==> src/rtl/dmux_sync_pkg.sv <==
// Shared constants and helpers for the multi-channel receive synchronizer.
package dmux_sync_pkg;

  localparam logic MODE_EDGE    = 1'b0;
  localparam logic MODE_TOGGLE  = 1'b1;
  localparam int   MAX_CHANNELS = 16;

  // Channel-index width; never zero so a single-channel build still has a port.
  function automatic int clog2_min1(input int n);
    return (n <= 2) ? 1 : $clog2(n);
  endfunction

endpackage

==> src/rtl/dmux_sync_chan.sv <==
// One receive channel: request synchronizer, event detect, hold register, pending/overflow state, ack toggle.
// Capture lands one cycle after the event is seen at the end of the sync chain.
module dmux_sync_chan
  import dmux_sync_pkg::*;
#(
  parameter int WIDTH       = 32,
  parameter int SYNC_STAGES = 2
) (
  input  logic             i_clk_b,
  input  logic             i_rst_b,
  input  logic             i_en,
  input  logic             i_mode,
  input  logic             i_req_async,
  input  logic [WIDTH-1:0] i_data_in,
  input  logic             i_grant,
  input  logic             i_ovf_clr,
  output logic             o_pending,
  output logic [WIDTH-1:0] o_hold,
  output logic             o_ack_tgl,
  output logic             o_ovf
);

  logic [SYNC_STAGES-1:0] r_sync;
  logic                   r_prev;
  logic                   r_pending;
  logic [WIDTH-1:0]       r_hold;
  logic                   r_ack;
  logic                   r_ovf;

  logic w_last;
  logic w_evt;
  logic w_cap;
  logic w_drop;

  assign w_last = r_sync[SYNC_STAGES-1];
  assign w_evt  = i_en & ((i_mode == MODE_TOGGLE) ? (w_last ^ r_prev) : (w_last & ~r_prev));
  // A granted channel frees its hold slot this cycle, so a simultaneous event may reuse it.
  assign w_cap  = w_evt & (~r_pending | i_grant);
  assign w_drop = w_evt & r_pending & ~i_grant;

  always_ff @(posedge i_clk_b) begin
    if (i_rst_b) begin
      r_sync    <= '0;
      r_prev    <= 1'b0;
      r_pending <= 1'b0;
      r_hold    <= '0;
      r_ack     <= 1'b0;
      r_ovf     <= 1'b0;
    end else begin
      if (i_en) begin
        r_sync <= {r_sync[SYNC_STAGES-2:0], i_req_async};
        r_prev <= w_last;
      end
      if (w_cap) begin
        r_hold    <= i_data_in;
        r_pending <= 1'b1;
      end else if (i_grant) begin
        r_pending <= 1'b0;
      end
      if (i_grant) begin
        r_ack <= ~r_ack;
      end
      if (w_drop) begin
        r_ovf <= 1'b1;
      end else if (i_ovf_clr) begin
        r_ovf <= 1'b0;
      end
    end
  end

  assign o_pending = r_pending;
  assign o_hold    = r_hold;
  assign o_ack_tgl = r_ack;
  assign o_ovf     = r_ovf;

endmodule

==> src/rtl/dmux_sync_rx_mc.sv <==
// Multi-channel CDC receive side: per-channel sync/capture merged round-robin onto one valid/ready stream.
// Request edge to vld_out is SYNC_STAGES+2 clk_b edges; rdy_in low holds data_out/ch_out stable.
module dmux_sync_rx_mc
  import dmux_sync_pkg::*;
#(
  parameter  int WIDTH       = 32,
  parameter  int CHANNELS    = 4,
  parameter  int SYNC_STAGES = 2,
  localparam int CH_W        = clog2_min1(CHANNELS)
) (
  input  logic                      clk_b,
  input  logic                      rst_b,
  input  logic                      dmux_en,
  input  logic                      sync_mode,
  input  logic [CHANNELS-1:0]       req_async,
  input  logic [CHANNELS*WIDTH-1:0] data_in,
  output logic [CHANNELS-1:0]       ack_tgl,
  output logic                      vld_out,
  input  logic                      rdy_in,
  output logic [WIDTH-1:0]          data_out,
  output logic [CH_W-1:0]           ch_out,
  output logic [CHANNELS-1:0]       ovf,
  input  logic                      ovf_clr
);

  logic [CHANNELS-1:0] w_pending;
  logic [WIDTH-1:0]    w_hold [CHANNELS];
  logic [CHANNELS-1:0] w_grant;
  logic                w_take;
  logic                w_found;
  logic [CH_W-1:0]     w_gidx;
  logic [CH_W:0]       w_idx;

  logic                r_vld;
  logic [WIDTH-1:0]    r_data;
  logic [CH_W-1:0]     r_ch;
  logic [CH_W-1:0]     r_rr_ptr;

  for (genvar c = 0; c < CHANNELS; c++) begin : g_chan
    dmux_sync_chan #(
      .WIDTH      (WIDTH),
      .SYNC_STAGES(SYNC_STAGES)
    ) u_chan (
      .i_clk_b    (clk_b),
      .i_rst_b    (rst_b),
      .i_en       (dmux_en),
      .i_mode     (sync_mode),
      .i_req_async(req_async[c]),
      .i_data_in  (data_in[c*WIDTH +: WIDTH]),
      .i_grant    (w_grant[c]),
      .i_ovf_clr  (ovf_clr),
      .o_pending  (w_pending[c]),
      .o_hold     (w_hold[c]),
      .o_ack_tgl  (ack_tgl[c]),
      .o_ovf      (ovf[c])
    );
  end

  // Output slot is free when empty or being consumed this cycle.
  assign w_take = ~r_vld | rdy_in;

  always_comb begin
    w_found = 1'b0;
    w_gidx  = '0;
    w_idx   = '0;
    for (int i = 0; i < CHANNELS; i++) begin
      w_idx = {1'b0, r_rr_ptr} + (CH_W+1)'(i);
      if (w_idx >= (CH_W+1)'(CHANNELS)) begin
        w_idx = w_idx - (CH_W+1)'(CHANNELS);
      end
      if (!w_found && w_pending[w_idx[CH_W-1:0]]) begin
        w_found = 1'b1;
        w_gidx  = w_idx[CH_W-1:0];
      end
    end
  end

  always_comb begin
    w_grant = '0;
    if (w_take && w_found) begin
      w_grant[w_gidx] = 1'b1;
    end
  end

  always_ff @(posedge clk_b) begin
    if (rst_b) begin
      r_vld    <= 1'b0;
      r_data   <= '0;
      r_ch     <= '0;
      r_rr_ptr <= '0;
    end else if (w_take) begin
      if (w_found) begin
        r_vld    <= 1'b1;
        r_data   <= w_hold[w_gidx];
        r_ch     <= w_gidx;
        r_rr_ptr <= (w_gidx == CH_W'(CHANNELS-1)) ? '0 : w_gidx + CH_W'(1);
      end else begin
        r_vld <= 1'b0;
      end
    end
  end

  assign vld_out  = r_vld;
  assign data_out = r_data;
  assign ch_out   = r_ch;

endmodule

==> config.mk <==
export PLATFORM = sky130hd
export DESIGN_NAME = dmux_sync_rx_mc
export DESIGN_NICKNAME = d
export VERILOG_FILES = /design/src/rtl/dmux_sync_pkg.sv /design/src/rtl/dmux_sync_chan.sv /design/src/rtl/dmux_sync_rx_mc.sv
export SDC_FILE = /design/constraint.sdc
export NUM_CORES = 1
export LEC_CHECK = 0
export CAP_MARGIN = 20
export CORE_UTILIZATION = 55
export DETAILED_ROUTE_END_ITERATION = 16
export GPL_TIMING_DRIVEN = 0
export PLACE_DENSITY = 0.86
export RECOVER_POWER = 100
export SYNTH_ARGS = -nofsm -noshare
export SYNTH_HDL_FRONTEND = slang
export SYNTH_SLANG_ARGS = --single-unit
export TNS_END_PERCENT = 100
==> constraint.sdc <==
create_clock -name clk_b -period 7.3 [get_ports clk_b]
set_clock_uncertainty 0.2 [all_clocks]
set_input_delay 1.095 -clock clk_b [delete_from_list [all_inputs] [get_ports clk_b]]
set_output_delay 1.095 -clock clk_b [all_outputs]
set_load 0.02 [all_outputs]
# ---- After elaboration in Yosys (flattened, before gate mapping)
# Cells that the tools add are included.
dict set report classes {
  add_sub_neg 8
  multipliers 0
  div_mod_pow 0
  magnitude_cmp 11
  eq_ne 1
  shifts 0
  mux 45
  bitwise_logic 47
  n_reduce_logical 17
}
# operator count
set op_table {}
lappend op_table {{binary-select mux 32 bit (select 2 bit)} 1}
lappend op_table {{2-to-1 mux 32 bit} 2}
lappend op_table {{2-to-1 mux 1 bit} 27}
lappend op_table {{bitwise AND 1 bit} 20}
lappend op_table {{2-to-1 mux 2 bit} 9}
lappend op_table {{NOT 1 bit} 17}
lappend op_table {{nonzero test 2 bit} 8}
lappend op_table {{< comparator 2 x 3 -> 1 bit, second input constant} 5}
lappend op_table {{>= comparator 3 bit, second input constant} 4}
lappend op_table {{binary-select mux 1 bit (select 2 bit)} 4}
lappend op_table {{subtractor 2 x 1 -> 2 bit, second input constant} 4}
lappend op_table {{adder 2 x 2 -> 3 bit, second input constant} 2}
lappend op_table {{logical AND 1 bit} 5}
lappend op_table {{OR 1 bit} 5}
lappend op_table {{2-to-1 mux 4 bit} 1}
lappend op_table {{XOR 1 bit} 4}
lappend op_table {{adder 2 x 1 -> 3 bit, second input constant} 1}
lappend op_table {{>= comparator 2 x 3 -> 1 bit, second input constant} 1}
lappend op_table {{zero test 1 bit} 3}
lappend op_table {{NOT 2 -> 3 bit} 1}
lappend op_table {{adder 2 x 1 -> 2 bit, second input constant} 1}
lappend op_table {{demux 1 bit (select 2 bit)} 1}
lappend op_table {{equality test 2 bit, second input constant} 1}
lappend op_table {{>= comparator 2 x 1 -> 1 bit, second input constant} 1}
lappend op_table {{AND reduction 2 bit} 1}
dict set report word_totals {
  ff_bits 189
  latchBits 0
  ramBits 0
  rom_bits 0
  output_inout_bits 43
  word_cells 157
  mem_count 0
}

# ---- Longest topological paths before layout
# Gate-level depths: netlist (run 1).
dict set report depth {
  word_depth 22
  mapped_depth 13
  depth_no_buf 10
}

# ---- Cells and area by module
# Synthesis (run 1) repeated with hierarchy kept, for this count alone.
dict set report unflattened {
  hier_cells 884
  area_unflattened_um2 9261.4
}
# module instances cells_each area_per_inst_um2
set modules_own_cells {}
lappend modules_own_cells {dmux_sync_chan 4 164 1715.4}
lappend modules_own_cells {dmux_sync_rx_mc 1 228 2399.8}

# ---- Worst setup path after synthesis (run 1)
# No wires, ideal clock.
dict set report synth_timing {
  path_kind {input -> register}
  start {input port rdy_in}
  end {register g_chan[2].u_chan.r_hold[10]}
  t_arrival_ps 2542
  t_required_ps 7028
  setup_slack_ps 4487
  cell_stages 7
  n_path_buf 2
  path_cell_list {nand2b_1 > nand2b_1 > or4_4 > buf_6 > o31ai_4 > buf_8 > mux2i_1}
}
dict set report synth_via {
  elab_chain_cells 5
}
# element line
set synth_rtl {}
lappend synth_rtl {{from (decl)} dmux_sync_rx_mc.sv:19} ;# input logic rdy_in,
lappend synth_rtl {{OR 1 bit} dmux_sync_rx_mc.sv:60} ;# assign w_take = ~r_vld | rdy_in;
lappend synth_rtl {{logical AND 1 bit} dmux_sync_rx_mc.sv:80} ;# if (w_take && w_found) begin
lappend synth_rtl {{2-to-1 mux 4 bit} dmux_sync_rx_mc.sv:80}
lappend synth_rtl {{OR 1 bit} dmux_sync_chan.sv:38} ;# assign w_cap = w_evt & (~r_pending | i_grant);
lappend synth_rtl {{bitwise AND 1 bit} dmux_sync_chan.sv:38}
lappend synth_rtl {{to (signal assigned)} dmux_sync_chan.sv:55} ;# r_hold <= i_data_in;
lappend synth_rtl {{to (decl)} dmux_sync_chan.sv:26} ;# logic [WIDTH-1:0] r_hold;
# No other way between the ends.
# A chain may end at the register's enable or synchronous reset.

# ---- Worst setup path in the final report (run 1)
dict set report layout_timing {
  start {input port rdy_in}
  end {register g_chan[2].u_chan.r_hold[23]}
}
# Same word-level chain as after synthesis.

==> impl_table.tex, run 1 <==
\begin{tabular}{lr}
\hline
Metric & Value \\
\hline
\multicolumn{2}{l}{\textbf{STA}} \\
\quad Count of endpoints failing setup in the final report & 0 \\
\quad Final Hold Vio Count & 0 \\
\quad Post-layout minimum cycle time & approximately 4300 ps \\
\quad Upper clock frequency limit & between 0.2 and 0.25 GHz \\
\quad Slew Viols, Final & 0 \\
\quad Worst slew margin & 0.293 \\
\quad Least-Margin Pin Slew & between 1000 and 1500 ps \\
\quad Setup Total Neg Slack & 0 ps \\
\quad Unrepaired setup endpoints after global routing & no \\
\quad Final period utilization & 0.593 \\
\multicolumn{2}{l}{\textbf{Power and ir drop}} \\
\quad NetSw & roughly 0.00065 W \\
\quad Standby leakage power & 3.86 nW \\
\quad Sequential group share of total power & 0.470 \\
\quad Maximum vdd drop & roughly 0.00018 V \\
\quad Cell internal power dissipation & about 0.0017 W \\
\quad Combinational share of power & 0.146 \\
\quad Overall power of the completed layout & $\sim$0.0023 W \\
\quad Switch share & 0.280 \\
\quad Share of total power in the clock network & 0.384 \\
\quad Pwr per Cell Area & $\sim$210 mW/mm² \\
\multicolumn{2}{l}{\textbf{Clock tree}} \\
\quad Clock buffer depth & 2 \\
\quad H-Tree Depth & 4 \\
\quad Number of buffers inserted for hold repair after clock tree synthesis & 0 \\
\quad Setup Buffers After CTS & 0 \\
\quad TritonCTS buffer count & 17 \\
\quad CTS sink cnt & 189 \\
\quad Root Driver & sky130\_fd\_sc\_hd\_\_clkbuf\_16 \\
\quad Clock transition at path regs & 70 ps \\
\quad CTS resizes & 0 \\
\quad Clock Latency Late Sink & between 400 and 500 ps \\
\quad Clock tree from TritonCTS & yes \\
\multicolumn{2}{l}{\textbf{Outcome}} \\
\quad Result of the run & finished, final reports clean \\
\multicolumn{2}{l}{\textbf{GRT}} \\
\quad Global-route wire length before repair & 38.4 mm \\
\quad Number of global-route vias before repair & 7440 \\
\quad GRT Resource Usage Total & 0.314 \\
\quad Maximum number of pins on one net before global-route repair & 19 \\
\quad Initial antenna violation count & 0 \\
\quad GRT overflow & 0 \\
\multicolumn{2}{l}{\textbf{Yosys}} \\
\quad Count of state elements after synthesis & 189 \\
\quad Ys async rst share & 0 \\
\quad Dominant cell by count in the synthesized netlist & sky130\_fd\_sc\_hd\_\_dfxtp\_1 \\
\quad Top cells by count, synth & 189 x sky130\_fd\_sc\_hd\_\_dfxtp\_1, 141 x sky130\_fd\_sc\_hd\_\_a21oi\_1, 101 x sky130\_fd\_sc\_hd\_\_o21ai\_0, 95 x sky130\_fd\_sc\_hd\_\_nand3\_1, 78 x sky130\_fd\_sc\_hd\_\_clkbuf\_1 \\
\quad Number of distinct library cells after synthesis & 44 \\
\quad Top cells by area in the synthesized netlist & sky130\_fd\_sc\_hd\_\_dfxtp\_1 45\%, sky130\_fd\_sc\_hd\_\_a21oi\_1 8.5\%, sky130\_fd\_sc\_hd\_\_o21ai\_0 6.1\%, sky130\_fd\_sc\_hd\_\_nand3\_1 5.7\%, sky130\_fd\_sc\_hd\_\_mux2i\_1 5.4\% \\
\quad Synthesized area per cell & 8.41 µm² \\
\quad Leading area contributor after synthesis & sky130\_fd\_sc\_hd\_\_dfxtp\_1 \\
\quad Fraction of synthesized cell area taken by the top area cell type & 0.453 \\
\quad Number of enable-type register cells in the synthesized netlist & 0 \\
\quad Synthesized area & around 0.0083 mm² \\
\quad Net Count, Synth & 1136 \\
\quad Part of the Yosys area used for sequential elements & 0.453 \\
\quad Synthesis warning total & 0 \\
\quad Leading register cell type out of synthesis & sky130\_fd\_sc\_hd\_\_dfxtp\_1 \\
\quad Gate Count Post-Synth & around 990 \\
\multicolumn{2}{l}{\textbf{Finish}} \\
\quad Fraction of layout instances using a drive strength above 1 & 0.0399 \\
\quad Layout area overhead & 29.9\% \\
\quad Number of standard cells in the layout, taps in and fillers out & $\sim$1400 \\
\quad Net count reported at finish & roughly 1300 \\
\quad Final antenna diode count & 0 \\
\multicolumn{2}{l}{\textbf{Floorplan}} \\
\quad Initial Utilization & 0.568 \\
\quad Ports & 181 \\
\quad Height of the chip & about 130 µm \\
\quad Row count & 44 \\
\quad Die X-Extent & roughly 130 µm \\
\quad Core Region & 0.0147 mm² \\
\quad DIE AREA & around 0.016 mm² \\
\multicolumn{2}{l}{\textbf{Routing}} \\
\quad Drt via density & a little under 6 \\
\quad Drt drc & 0 \\
\quad Post-route antenna net violation count & 0 \\
\quad Via count & between 8000 and 9000 \\
\quad Average routed wire per standard cell & between 15 and 20 µm \\
\quad Top layer reached by signal wires & met4 \\
\quad Initial DRT Pass Iterations & 8 \\
\quad Starting DRC count in detailed routing & $\sim$1000 \\
\quad Detailed-routing wirelength on met1 & around 10 mm \\
\quad Total wirelength of the detailed-routed design & 24.7 mm \\
\quad Met3 routed WL & 2.23 mm \\
\quad Met2 Wirelength & roughly 11 mm \\
\multicolumn{2}{l}{\textbf{Worst setup path}} \\
\quad Number of buffer and inverter instances along the worst setup path & 3 \\
\quad Crit Path Class & input port to flip-flop \\
\quad Worst setup startpoint & rdy\_in \\
\quad Slowest cell on the critical path & sky130\_fd\_sc\_hd\_\_o31ai\_1 \\
\quad Type of origin of the critical path & input port \\
\quad Maximum fanout along the worst path & 10 \\
\quad Worst reg2reg path startpoint & g\_chan[1].u\_chan.o\_pending \\
\quad Cell class contributing the biggest share of worst-path delay & buffers and inverters \\
\quad Arrival time worst endpoint & $\sim$4500 ps \\
\quad Series of cell instances along the critical path & dlygate4sd3\_1 -> nand2b\_1 -> nand2b\_1 -> or4\_2 -> clkbuf\_1 -> o31ai\_1 -> clkbuf\_1 -> mux2i\_1 \\
\quad Kind of end point of the critical path & flip-flop \\
\quad CP Data Required Time & around 7500 ps \\
\quad Crit-path max cell delay & just under 900 ps \\
\multicolumn{2}{l}{\textbf{Worst hold path}} \\
\quad Hold\_sp & g\_chan[3].u\_chan.o\_hold[1] \\
\quad Path type of the worst min-delay path & flip-flop to flip-flop \\
\multicolumn{2}{l}{\textbf{Placement}} \\
\quad Weighted congestion reported at the end of routability-driven placement & about 0.87 \\
\quad Number of port buffers & around 180 \\
\quad \# placed instances & approximately 1400 \\
\quad Sum of net half-perimeters after detailed placement & about 18 mm \\
\multicolumn{2}{l}{\textbf{Job}} \\
\quad \# Max-Cap Violations & 0 \\
\hline
\end{tabular}
==> power groups by stage <==
stage / Sequential [W] / Combinational [W] / Clock [W]
2_1_floorplan: 0.00112 / 0.000180 / 0
3_3_place_gp: 0.00111 / 0.000331 / 0
3_5_place_dp: 0.00111 / 0.000337 / 0
4_1_cts: 0.00109 / 0.000341 / 0.000891
5_1_grt: 0.00109 / 0.000366 / 0.000937
6_report: 0.00109 / 0.000338 / 0.000893
==> tightest hold or removal path: stages (launching register included) <==
cell                      delay (ps)
sky130_fd_sc_hd__dfxtp_1         310
sky130_fd_sc_hd__nand2_1          50
sky130_fd_sc_hd__a21oi_1          50
==> layout make-up <==
cell class / instances / area [µm²]
multi-input combinational: 692 / 4040
fill: 1115 / 3850
timing repair buffer: 177 / 1770
clock inverter: 14 / 123
buffer: 105 / 433
clock buffer: 18 / 439
sequential: 189 / 3780
inverter: 7 / 26.3
tap: 184 / 230
==> sequential cells by signal (all words and copies together), names as in the netlist <==
| register | flops |
|---|---|
| vld_out | 1 |
| g_chan.u_chan.o_hold | 128 |
| data_out | 32 |
| g_chan.u_chan.o_ovf | 4 |
| g_chan.u_chan.r_prev | 4 |
| g_chan.u_chan.o_pending | 4 |
| g_chan.u_chan.r_sync | 8 |
| r_rr_ptr | 2 |
| g_chan.u_chan.o_ack_tgl | 4 |
| ch_out | 2 |
==> layer usage <==
metal	global-route usage	up-vias
li1	-	3898
met1	0.409	3726
met2	0.506	398
met3	0.0796	60
met4	0.106	0
met5	0	-
==> per-stage QoR <==
stage / instance area [µm²] / util / setup slack, ps / hold WS, ps
floorplan: 8350 / - / 4490 / 232
global placement: 10400 / 0.704 / 3700 / 238
detailed placement: 10400 / 0.704 / 3650 / 242
CTS: 10900 / 0.742 / 3570 / 252
global route: 10800 / 0.738 / 2850 / 272
finish: 10800 / 0.738 / 2970 / 252
==> layout by cell type (no fill, tap or decap), types with 3 or more instances in the layout <==
cell                              count
sky130_fd_sc_hd__dfxtp_1            189
sky130_fd_sc_hd__a21oi_1            141
sky130_fd_sc_hd__clkdlybuf4s50_1    133
sky130_fd_sc_hd__o21ai_0            103
sky130_fd_sc_hd__nand3_1             95
sky130_fd_sc_hd__clkbuf_1            91
sky130_fd_sc_hd__nand2_1             73
sky130_fd_sc_hd__nand2b_1            69
sky130_fd_sc_hd__mux2i_1             45
sky130_fd_sc_hd__dlygate4sd3_1       44
sky130_fd_sc_hd__and3_1              32
sky130_fd_sc_hd__a221oi_1            30
sky130_fd_sc_hd__a21o_1              30
sky130_fd_sc_hd__nor2_1              26
sky130_fd_sc_hd__clkbuf_16           17
sky130_fd_sc_hd__buf_4                9
sky130_fd_sc_hd__inv_1                7
sky130_fd_sc_hd__inv_6                6
sky130_fd_sc_hd__ha_1                 5
sky130_fd_sc_hd__buf_2                4
sky130_fd_sc_hd__a21boi_0             4
sky130_fd_sc_hd__nor2b_1              4
sky130_fd_sc_hd__o211ai_1             4
sky130_fd_sc_hd__xnor2_1              4
sky130_fd_sc_hd__clkinvlp_4           4
sky130_fd_sc_hd__o211a_1              3
sky130_fd_sc_hd__nand3b_1             3
sky130_fd_sc_hd__a311oi_1             3
==> cells by family (layout without fill, tap and decap cells) <==
logic type | count (synthesis) | count (layout) | share of synthesized area
AOI/OAI and AO/OA | 329 | 329 | 0.231
DFF | 189 | 189 | 0.453
xor gates and xnor gates | 4 | 4 | 0.00420
buffers and inverters | 112 | 321 | 0.0608
muxes | 45 | 45 | 0.0539
adders and majority gates | 5 | 5 | 0.00749
and+or+nand+nor | 309 | 309 | 0.190
==> path summary, 6_finish.rpt <==
check / to / slack (ps) / depth (start not counted)
max: g_chan[2].u_chan.o_hold[23] / 2970 / 8
min: g_chan[3].u_chan.o_hold[1] / 250 / 2
max reg2reg: g_chan[3].u_chan.o_hold[30] / 3370 / 13
min reg2reg: g_chan[3].u_chan.o_hold[1] / 250 / 2
Note: power is estimated with default switching activity, not from simulation.
==> inputs of run 2 (changes only) <==
--- a/config.mk
+++ b/config.mk
@@ -6,10 +6,10 @@
 export NUM_CORES = 1
 export LEC_CHECK = 0
 export CAP_MARGIN = 20
-export CORE_UTILIZATION = 55
+export CORE_UTILIZATION = 51
 export DETAILED_ROUTE_END_ITERATION = 16
 export GPL_TIMING_DRIVEN = 0
-export PLACE_DENSITY = 0.86
+export PLACE_DENSITY = 0.8
 export RECOVER_POWER = 100
 export SYNTH_ARGS = -nofsm -noshare
 export SYNTH_HDL_FRONTEND = slang
==> constraint.sdc (replaced) <==
create_clock -name clk_b -period 4.3 [get_ports clk_b]
set_clock_uncertainty 0.2 [all_clocks]
set_input_delay 0.645 -clock clk_b [delete_from_list [all_inputs] [get_ports clk_b]]
set_output_delay 0.645 -clock clk_b [all_outputs]
set_load 0.02 [all_outputs]
==> run 2 against run 1 <==
- the flow now finishes with violations (max-capacitance violations, max-slew violations)
- non-clock buffer count unchanged
- via count is 0.72% lower
- worst hold slack better by 4.0 ps
- die area up 7.7%
- register-to-register slack worse by 2900 ps
- clock-buffer cell count grew 5
- critical path depth is the same
- setup slack lost 2500 ps
==> impl_table.tex, run 2 (synthesized netlist as in run 1, its figures left out) <==
\begin{tabular}{lr}
\hline
Metric & Value \\
\hline
\multicolumn{2}{l}{\textbf{GRT}} \\
\quad GRT Resource Usage Total & 0.295 (-0.0186) \\
\quad GRT overflow & 0 (unchanged) \\
\quad Global-route wire length before repair & 37.9 mm (-1.2\%) \\
\quad Maximum number of pins on one net before global-route repair & 17 (-2) \\
\quad Number of global-route vias before repair & 7503 (+0.85\%) \\
\quad Initial antenna violation count & 0 (unchanged) \\
\multicolumn{2}{l}{\textbf{Finish}} \\
\quad Footprint of the flip-flops and latches & 0.00378 mm² (unchanged) \\
\quad Final antenna diode count & 0 (unchanged) \\
\quad Most frequent cells in the layout & 189 x sky130\_fd\_sc\_hd\_\_dfxtp\_1, 141 x sky130\_fd\_sc\_hd\_\_a21oi\_1, 133 x sky130\_fd\_sc\_hd\_\_clkdlybuf4s50\_1 \\
\quad Layout area overhead & 31.6\% \\
\quad Fill count & 1298 (+16\%) \\
\quad Area taken by multi-input logic gates & 0.00404 mm² (-0.15\%) \\
\quad Max FFs per register & 128 (unchanged) \\
\quad Number of standard cells in the layout, taps in and fillers out & 1418 (+2.3\%) \\
\quad Fraction of layout instances using a drive strength above 1 & 0.0383 (-0.00166) \\
\quad Net count reported at finish & 1332 (unchanged) \\
\quad Most common cell after layout, fill and taps aside & sky130\_fd\_sc\_hd\_\_dfxtp\_1 \\
\multicolumn{2}{l}{\textbf{Worst setup path}} \\
\quad Crit Path Class & input port to flip-flop \\
\quad R2r endpoint & g\_chan[3].u\_chan.o\_hold[24] \\
\quad Slowest cell on the critical path & sky130\_fd\_sc\_hd\_\_o31ai\_1 \\
\quad Series of cell instances along the critical path & dlygate4sd3\_1 -> nand2b\_1 -> nand2b\_1 -> or4\_2 -> clkbuf\_1 -> o31ai\_1 -> buf\_8 -> mux2i\_1 \\
\quad Kind of end point of the critical path & flip-flop \\
\quad Arrival time worst endpoint & 3940 ps (-540 ps) \\
\quad Reg2Reg Depth & 13 (unchanged) \\
\quad Cell count along the critical path & 8 (unchanged) \\
\quad Worst reg2reg path startpoint & r\_rr\_ptr[1] \\
\quad CP Data Required Time & 4450 ps (-3000 ps) \\
\quad Maximum fanout along the worst path & 10 (unchanged) \\
\quad Capture point of the worst path & g\_chan[2].u\_chan.o\_hold[4] \\
\quad Number of buffer and inverter instances along the worst setup path & 3 (unchanged) \\
\quad Flop-to-flop setup slack & 520 ps (-2850 ps) \\
\quad Type of origin of the critical path & input port \\
\quad CP most frequent cell & sky130\_fd\_sc\_hd\_\_nand2b\_1 \\
\quad Worst setup startpoint & rdy\_in \\
\quad Crit-path max cell delay & 1210 ps (+330 ps) \\
\quad Cell class contributing the biggest share of worst-path delay & compound AO/OA/AOI/OAI gates \\
\multicolumn{2}{l}{\textbf{Clock tree}} \\
\quad Number of buffers inserted for hold repair after clock tree synthesis & 0 (unchanged) \\
\quad CTS sink cnt & 189 (unchanged) \\
\quad Setup Buffers After CTS & 0 (unchanged) \\
\quad Root Driver & sky130\_fd\_sc\_hd\_\_clkbuf\_16 \\
\quad CTS resizes & 0 (unchanged) \\
\quad Clock Latency Late Sink & 430 ps (-20 ps) \\
\quad Clock buffer depth & 2 (unchanged) \\
\quad Clock transition at path regs & 60 ps (about the same) \\
\quad Clock tree from TritonCTS & yes \\
\quad H-Tree Depth & 4 (unchanged) \\
\quad TritonCTS buffer count & 17 (unchanged) \\
\multicolumn{2}{l}{\textbf{Job}} \\
\quad \# Max-Cap Violations & 1 (+1) \\
\multicolumn{2}{l}{\textbf{Power and ir drop}} \\
\quad Share of total power in the clock network & 0.411 (+0.027) \\
\quad NetSw & 0.00103 W (+58\%) \\
\quad Standby leakage power & 3.90 nW (+1.1\%) \\
\quad Combinational share of power & 0.139 (-0.007) \\
\quad Sequential group share of total power & 0.450 (-0.020) \\
\quad Cell internal power dissipation & 0.00309 W (+85\%) \\
\quad Pwr per Cell Area & 375 mW/mm² (+75\%) \\
\quad Switch share & 0.250 (-0.0298) \\
\quad Maximum vdd drop & 0.000321 V (+76\%) \\
\multicolumn{2}{l}{\textbf{STA}} \\
\quad Final Hold Vio Count & 0 (unchanged) \\
\quad Post-layout minimum cycle time & 3790 ps \\
\quad Unrepaired setup endpoints after global routing & no \\
\quad Worst slew margin & -0.0132 (-0.306) \\
\quad Slew Viols, Final & 3 (+3) \\
\quad Count of endpoints failing setup in the final report & 0 (unchanged) \\
\quad Setup Total Neg Slack & 0 ps (unchanged) \\
\quad Final period utilization & 0.882 \\
\quad Least-Margin Pin Slew & 1510 ps (+455 ps) \\
\quad Upper clock frequency limit & 0.264 GHz \\
\multicolumn{2}{l}{\textbf{Routing}} \\
\quad Initial DRT Pass Iterations & 5 (-3) \\
\quad Starting DRC count in detailed routing & 924 (-7.1\%) \\
\quad Post-route antenna net violation count & 0 (unchanged) \\
\quad Average routed wire per standard cell & 17.3 µm (-3.3\%) \\
\quad Drt drc & 0 (unchanged) \\
\quad Drt via density & 5.66 (-3.0\%) \\
\quad Via count & 8024 (-0.72\%) \\
\quad Total wirelength of the detailed-routed design & 24.5 mm (-1.0\%) \\
\multicolumn{2}{l}{\textbf{Placement}} \\
\quad Weighted congestion reported at the end of routability-driven placement & 0.899 (+3.2\%) \\
\quad Number of port buffers & 177 (unchanged) \\
\quad \# placed instances & 1386 (+2.4\%) \\
\quad Sum of net half-perimeters after detailed placement & 18.3 mm (+1.8\%) \\
\multicolumn{2}{l}{\textbf{Floorplan}} \\
\quad Ports & 181 (unchanged) \\
\quad Height of the chip & 130 µm (+3.8\%) \\
\quad Initial Utilization & 0.524 (-0.0443) \\
\quad DIE AREA & 0.0169 mm² (+7.7\%) \\
\quad Core Region & 0.0159 mm² (+8.5\%) \\
\quad Die X-Extent & 130 µm (+3.8\%) \\
\quad Row count & 46 (+4.5\%) \\
\multicolumn{2}{l}{\textbf{Worst hold path}} \\
\quad Path type of the worst min-delay path & flip-flop to flip-flop \\
\multicolumn{2}{l}{\textbf{Outcome}} \\
\quad Violations in the final reports & max-capacitance violations, max-slew violations \\
\quad Result of the run & complete, but fails checks \\
\hline
\end{tabular}
==> run 2: changes by cell type in the layout (fill, tap and decap cells not counted), moves of 2 or more <==
cell	delta
sky130_fd_sc_hd__inv_6	-6
sky130_fd_sc_hd__bufinv_16	+4
sky130_fd_sc_hd__buf_8	+3
sky130_fd_sc_hd__buf_2	-2
sky130_fd_sc_hd__clkbuf_8	+2
sky130_fd_sc_hd__inv_8	-2
==> run 2: cell type report <==
type	count	area share
Multi-Input combinational cell	692	0.367
Sequential cell	189	0.344
Timing Repair Buffer	177	0.161
Clock buffer	23	0.0435
Buffer	105	0.0424
Tap cell	216	0.0246
Clock inverter	9	0.0145
Inverter	7	0.00239
==> run 2: stage by stage <==
stage	area (µm²)	util	setup slack [ps]	hold WS (ps)	power, W
after floorplan	8350	-	1490	232	0.00220
after global placement	10400	0.652	714	243	0.00246
after detailed placement	10400	0.652	667	247	0.00247
after CTS	11000	0.692	604	256	0.00413
after global routing	11000	0.689	162	272	0.00425
final	11000	0.689	508	256	0.00412
==> run 2: worst reg2reg max path: cells and delay by family (launching register included) <==
| kind | cells | cell delay [ps] |
|---|---|---|
| compound gates | 4 | 1580 |
| fa+ha+maj | 1 | 140 |
| buf+inv | 5 | 970 |
| flops | 1 | 300 |
| simple gates | 3 | 540 |
==> run 2: routing by layer <==
metal  part of all wire  wire [µm]  up-vias  GRT usage
li1                   -          -     3902          -
met1               0.44      10800     3746      0.394
met2               0.46      11300      334      0.477
met3              0.077       1890       42     0.0623
met4              0.021        520        0     0.0944
met5                  0          0        -          0
==> run 2: worst min-delay path by stage <==
stage                                           start  depth (start not counted)                     endpoint  slack [ps]
after global routing      g_chan[3].u_chan.o_hold[27]                          2  g_chan[3].u_chan.o_hold[27]         270
after floorplan            g_chan[3].u_chan.o_hold[0]                          2   g_chan[3].u_chan.o_hold[0]         230
after global placement    g_chan[3].u_chan.o_hold[13]                          2  g_chan[3].u_chan.o_hold[13]         240
final                     g_chan[3].u_chan.o_hold[10]                          2  g_chan[3].u_chan.o_hold[10]         260
after CTS                 g_chan[3].u_chan.o_hold[10]                          2  g_chan[3].u_chan.o_hold[10]         260
after detailed placement  g_chan[3].u_chan.o_hold[10]                          2  g_chan[3].u_chan.o_hold[10]         250
==> run 2: power groups by stage <==
stage	sequential [W]	combinational, W	clock, W
2_1_floorplan	0.00189	0.000305	0
3_3_place_gp	0.00189	0.000567	0
3_5_place_dp	0.00189	0.000575	0
4_1_cts	0.00185	0.000581	0.00170
5_1_grt	0.00186	0.000622	0.00177
6_report	0.00185	0.000573	0.00169
==> inputs of run 3 (changes only) <==
--- a/config.mk
+++ b/config.mk
@@ -10,7 +10,7 @@
 export DETAILED_ROUTE_END_ITERATION = 16
 export GPL_TIMING_DRIVEN = 0
 export PLACE_DENSITY = 0.8
-export RECOVER_POWER = 100
+export RECOVER_POWER = 50
 export SYNTH_ARGS = -nofsm -noshare
 export SYNTH_HDL_FRONTEND = slang
 export SYNTH_SLANG_ARGS = --single-unit
==> results of run 3 <==
Final layout, timing and power as in run 2 (identical DEF).
